===== config.mk =====
export PLATFORM = sky130hd
export DESIGN_NAME = restoring_divider
export DESIGN_NICKNAME = d
export VERILOG_FILES = /design/src/rtl/restoring_divider.sv
export SDC_FILE = /design/constraint.sdc
export NUM_CORES = 1
export LEC_CHECK = 0
export BUFFER_PORTS_ARGS = -buffer_cell sky130_fd_sc_hd__buf_2
export CELL_PAD_IN_SITES_DETAIL_PLACEMENT = 1
export CELL_PAD_IN_SITES_GLOBAL_PLACEMENT = 1
export CORE_MARGIN = 2
export CORE_UTILIZATION = 38
export DETAILED_ROUTE_END_ITERATION = 6
export PLACE_DENSITY_LB_ADDON = 0.3
export SLEW_MARGIN = 20
export SYNTH_ARGS = -nofsm -noshare
export SYNTH_HDL_FRONTEND = slang
export SYNTH_SLANG_ARGS = --single-unit

===== constraint.sdc =====
create_clock -name clk -period 3 [get_ports clk]
set_clock_uncertainty 0.2 [all_clocks]
set_input_delay 0.6 -clock clk [delete_from_list [all_inputs] [get_ports clk]]
set_output_delay 0.6 -clock clk [all_outputs]
set_load 0.05 [all_outputs]

===== src/rtl/restoring_divider.sv =====
// restoring_divider: N-bit sequential restoring divider, start/fin handshake.
// Define SIGNED_DIV_EN for two's-complement operands (truncating division).
module restoring_divider #(
    parameter int N = 8
) (
    input  logic         clk,
    input  logic         resetn,
    input  logic         start,
    input  logic [N-1:0] dividend,
    input  logic [N-1:0] divisor,
    output logic [N-1:0] quotient,
    output logic [N-1:0] remainder,
    output logic         busy,
    output logic         fin,
    output logic         div_by_zero
);

    localparam int CW = $clog2(N + 1);

    typedef enum logic [1:0] {
        IDLE,
        SHIFT,
        SUB,
        DONE
    } state_t;

    state_t        state_q, state_d;
    logic [N:0]    a_q, a_d;
    logic [N-1:0]  q_q, q_d;
    logic [N-1:0]  m_q, m_d;
    logic [CW-1:0] cnt_q, cnt_d;
    logic [N-1:0]  quo_q, quo_d;
    logic [N-1:0]  rem_q, rem_d;
    logic          dbz_q, dbz_d;

    logic [N:0]    trial;
    logic [N-1:0]  dvd_mag;
    logic [N-1:0]  dsr_mag;
    logic [N:0]    a_nx;
    logic [N-1:0]  q_nx;

`ifdef SIGNED_DIV_EN
    logic          negq_q, negq_d;
    logic          negr_q, negr_d;
`endif

    always_ff @(posedge clk) begin
        if (!resetn) begin
            state_q <= IDLE;
            a_q     <= '0;
            q_q     <= '0;
            m_q     <= '0;
            cnt_q   <= '0;
            quo_q   <= '0;
            rem_q   <= '0;
            dbz_q   <= 1'b0;
`ifdef SIGNED_DIV_EN
            negq_q  <= 1'b0;
            negr_q  <= 1'b0;
`endif
        end else begin
            state_q <= state_d;
            a_q     <= a_d;
            q_q     <= q_d;
            m_q     <= m_d;
            cnt_q   <= cnt_d;
            quo_q   <= quo_d;
            rem_q   <= rem_d;
            dbz_q   <= dbz_d;
`ifdef SIGNED_DIV_EN
            negq_q  <= negq_d;
            negr_q  <= negr_d;
`endif
        end
    end

    // Operand magnitudes fed to the unsigned iteration
    always_comb begin
`ifdef SIGNED_DIV_EN
        dvd_mag = dividend[N-1] ? -dividend : dividend;
        dsr_mag = divisor[N-1]  ? -divisor  : divisor;
`else
        dvd_mag = dividend;
        dsr_mag = divisor;
`endif
    end

    assign trial = a_q - {1'b0, m_q};

    always_comb begin
        a_nx = a_q;
        q_nx = {q_q[N-1:1], 1'b0};
        if (!trial[N]) begin
            a_nx = trial;
            q_nx = {q_q[N-1:1], 1'b1};
        end
    end

    always_comb begin
        state_d = state_q;
        a_d     = a_q;
        q_d     = q_q;
        m_d     = m_q;
        cnt_d   = cnt_q;
        quo_d   = quo_q;
        rem_d   = rem_q;
        dbz_d   = dbz_q;
`ifdef SIGNED_DIV_EN
        negq_d  = negq_q;
        negr_d  = negr_q;
`endif
        unique case (state_q)
            IDLE, DONE: begin
                state_d = IDLE;
                if (start) begin
                    if (divisor == '0) begin
                        state_d = DONE;
                        quo_d   = '1;
                        rem_d   = dividend;
                        dbz_d   = 1'b1;
                    end else begin
                        state_d = SHIFT;
                        a_d     = '0;
                        q_d     = dvd_mag;
                        m_d     = dsr_mag;
                        cnt_d   = CW'(N);
`ifdef SIGNED_DIV_EN
                        negq_d  = dividend[N-1] ^ divisor[N-1];
                        negr_d  = dividend[N-1];
`endif
                    end
                end
            end
            SHIFT: begin
                a_d     = {a_q[N-1:0], q_q[N-1]};
                q_d     = {q_q[N-2:0], 1'b0};
                state_d = SUB;
            end
            SUB: begin
                a_d     = a_nx;
                q_d     = q_nx;
                cnt_d   = cnt_q - CW'(1);
                state_d = SHIFT;
                if (cnt_q == CW'(1)) begin
                    state_d = DONE;
                    dbz_d   = 1'b0;
`ifdef SIGNED_DIV_EN
                    quo_d   = negq_q ? -q_nx : q_nx;
                    rem_d   = negr_q ? -a_nx[N-1:0] : a_nx[N-1:0];
`else
                    quo_d   = q_nx;
                    rem_d   = a_nx[N-1:0];
`endif
                end
            end
            default: state_d = IDLE;
        endcase
    end

    assign quotient    = quo_q;
    assign remainder   = rem_q;
    assign div_by_zero = dbz_q;
    assign busy        = (state_q == SHIFT) || (state_q == SUB);
    assign fin         = (state_q == DONE);

endmodule

==> results_dict.tcl <==
set metrics [dict create \
    via_per_inst 5.71 \
    nets 410 \
    power_density_mw_per_mm2 655 \
    synthFlopType "dfxtp_1" \
    syn2layout_area_growth_pct 15.5 \
    synth-simple-area-share_pct 21.6 \
    hold_path.class "reg2reg" \
    io_pins 38 \
    ys_seq_area_share_pct 34.2 \
    drc 0 \
    ir_drop_mv 0.297 \
    die_w_um 90.0 \
    dp_slack_ns 0.140 \
    insertion_delay_ns 0.31 \
    synth_top_family_by_area "compound AO/OA/AOI/OAI gates" \
    max_cap_violations 0 \
    port_buffers 37 \
    worst_hold_startpoint "quotient[7]" \
    syn-num-nets 375 \
    antenna_left 0 \
    worstMarginPinSlew_ns 0.841 \
    num_vias 2726 \
    fp.coreArea_mm2 0.00721 \
    clock_sinks 48 \
    cp.arrival_ns 2.87 \
    min_period_over_period_pct 95.3 \
    leakage_nw 1.28 \
    syn_inst 342 \
    setup_tns_ns 0 \
    grt_max_degree 31 \
    first_pass_iters 4 \
    cts_root_buf "clkbuf_8" \
    yosysUniqueCellTypes 64 \
    hold_depth 2 \
    slew_headroom_pct 43.7 \
    netlist_area_mm2 0.00281 \
    grt_usage_pct 20.8 \
    holdPathEnd "quotient[7]" \
    synth_edf_count 0 \
    fin_cells 477 \
    drive_gt1_share_pct 20.6 \
    finalWeightedCongestion 0.844 \
    wirelength_um 8210 \
    slowest_delay_ns 0.44 \
    die-area_mm2 0.00809 \
    final_core_util_pct 44.9 \
    htree_levels 2 \
    rows 31 \
    final_cell_area_mm2 0.00324 \
    insertedDiodeCount 0 \
    postSynthAreaPerCell_um2 8.21 \
    antenna_found_initial 0 \
    cts_setup_buffers 0 \
    p_total_mw 2.12 \
    path_buf_inv 2 \
    synthMuxAreaShare_pct 1.96 \
    first_global_vias 2756 \
    final.min_clock_period_ns 2.86 \
    critical_path.most_common_cell "inv_1" \
    synth_warnings 0 \
    critPathLaunchType "register" \
    wl_per_cell_um 17.2 \
    maxSlewViolCount 0 \
    synth_xor_area_share_pct 1.25 \
    fmax_ghz 0.350 \
    rsz0062_at_grt "false" \
    synth_seq_cells 48 \
    clkTransAtPathRegs_ns 0.09 \
    overflow 0 \
    post_cts_resized 0 \
    hold_buffers 0 \
    setup_viol 0 \
    crit_required_ns 3.01 \
    status "finished clean" \
    cts_tree "yes" \
    grt_pass1_wl_um 13500 \
    r2r_slack_ns 0.14 \
    crit_fanout 13 \
    synthAdderAreaFrac_pct 6.51 \
    crit_path_end_kind "register" \
    critPathSlowestCell "fa_1" \
    critPathTopFamily "simple AND/OR/NAND/NOR gates" \
    path_cells "inv_1, ha_1, inv_1, fa_1, a211oi_2, nor3_4, mux2i_1, nand2_2, or3_1, a41o_1" \
    cts_buffer_depth 2 \
    placed_cell_area_mm2 0.00314 \
    dp_hpwl_um 6120 \
    r2r-start "a_q[0]" \
    r2r_cells 10 \
    cts_made_buffers 5 \
    drt-initial-drc-count 119 \
    die_h_um 90.0 \
    synth_compound_area_share_pct 28.6 \
    crit_type "reg2reg" \
    setup_ws_ns 0.142 \
    fillers 925 \
    dp.cells 469 \
    hold_viol 0 \
    initial_core_util_pct 38.9 \
    async_flop_share_pct 0 \
    whs_ns 0.272 \
    r2r-end "remainder[3]" \
]
metal layers:
metal | global-route usage [%] | part of all wire (%) | vias up
li1 | - | - | 1319
met1 | 26.8 | 45 | 1333
met2 | 35.2 | 48 | 62
met3 | 3.19 | 5.2 | 12
met4 | 7.82 | 2.1 | 0
met5 | 0 | 0 | -
state kept, by name, indices dropped and copies added (netlist names):
register,count
a_q,9
m_q,8
state_q,2
div_by_zero,1
quotient,8
q_q,8
remainder,8
cnt_q,4
worst reg2reg max path, stage by stage (launching register included):
cell and delay (ns):
dfxtp_1 0.34, inv_1 0.06, ha_1 0.16, inv_1 0.06, fa_1 0.44, a211oi_2 0.32
nor3_4 0.11, mux2i_1 0.24, nand2_2 0.22, or3_1 0.37, a41o_1 0.23
kinds of logic (layout without fill, tap and decap cells):
group / after synthesis / after routing
AND/OR/NAND/NOR: 121 / 121
AO/OA/AOI/OAI: 109 / 109
buffers and inverters: 41 / 77
XOR/XNOR: 4 / 4
flip-flops: 48 / 48
multiplexers: 5 / 5
adder cells (fa/ha/maj): 14 / 14
layout make-up:
type                       instances  area [um^2]  area share (%)
clock inverter                     2         13.8           0.425
timing repair buffer              50          295            9.11
clock buffer                       6         82.6            2.55
multi-input combinational        253         1690            52.3
sequential                        48          961            29.6
inverter                          19         71.3            2.20
tap                               99          124            3.82
Yosys cell counts, types with 3 or more instances:
library cell	number	area, um^2
dfxtp_1	48	961
a21oi_1	30	150
a2111oi_2	3	45.0
nor2b_1	3	18.8
nand2b_1	4	25.0
clkbuf_1	17	63.8
or4_1	4	30.0
and3_1	7	43.8
a211oi_1	10	75.1
and2_1	3	18.8
nor2_1	43	161
inv_1	19	71.3
a22oi_1	5	37.5
a21o_1	4	30.0
nor3_1	10	50.1
nand3_1	7	35.0
a311oi_1	4	35.0
mux2i_1	4	40.0
buf_2	4	20.0
o21ai_0	14	70.1
o22ai_1	3	18.8
nand2_1	25	93.8
ha_1	13	163
o211ai_1	5	37.5
worst max path at each step:
| stage | start | depth (start not counted) | slack, ns | end |
|---|---|---|---|---|
| 6_report | a_q[0] | 10 | 0.14 | remainder[3] |
| 5_1_grt | a_q[0] | 10 | 0.006 | remainder[7] |
| 4_1_cts | a_q[0] | 10 | 0.11 | remainder[3] |
| 3_5_place_dp | a_q[0] | 10 | 0.14 | remainder[3] |
| 3_3_place_gp | a_q[0] | 10 | 0.25 | remainder[3] |
| 2_1_floorplan | a_q[0] | 10 | 0.43 | remainder[7] |
report_power, final:
part,internal [mW],switching (mW),total [mW]
logic,0.286,0.622,0.907
registers,0.729,0.0572,0.786
clock network,0.189,0.239,0.428
total,1.20,0.918,2.12
cell usage in the layout, fill, tap and decap left out, types with 2 or more instances in the layout:
cell type,count
dfxtp_1,48
nor2_1,43
buf_2,37
a21oi_1,30
nand2_1,25
inv_1,19
o21ai_0,14
ha_1,13
buf_4,12
a211oi_1,10
nor3_1,10
and3_1,7
nand3_1,7
clkbuf_8,6
a22oi_1,5
o211ai_1,5
nand2b_1,4
a21o_1,4
a311oi_1,4
mux2i_1,4
or4_1,4
a2111oi_2,3
nor2b_1,3
o22ai_1,3
and2_1,3
nor4_2,2
a31oi_1,2
o21ai_1,2
o21a_1,2
or3_1,2
a221oi_2,2
xnor2_1,2
o31ai_1,2
a21boi_0,2
xor2_1,2
nand4_1,2
nand3b_1,2
Power figures use the tool's default switching activity.
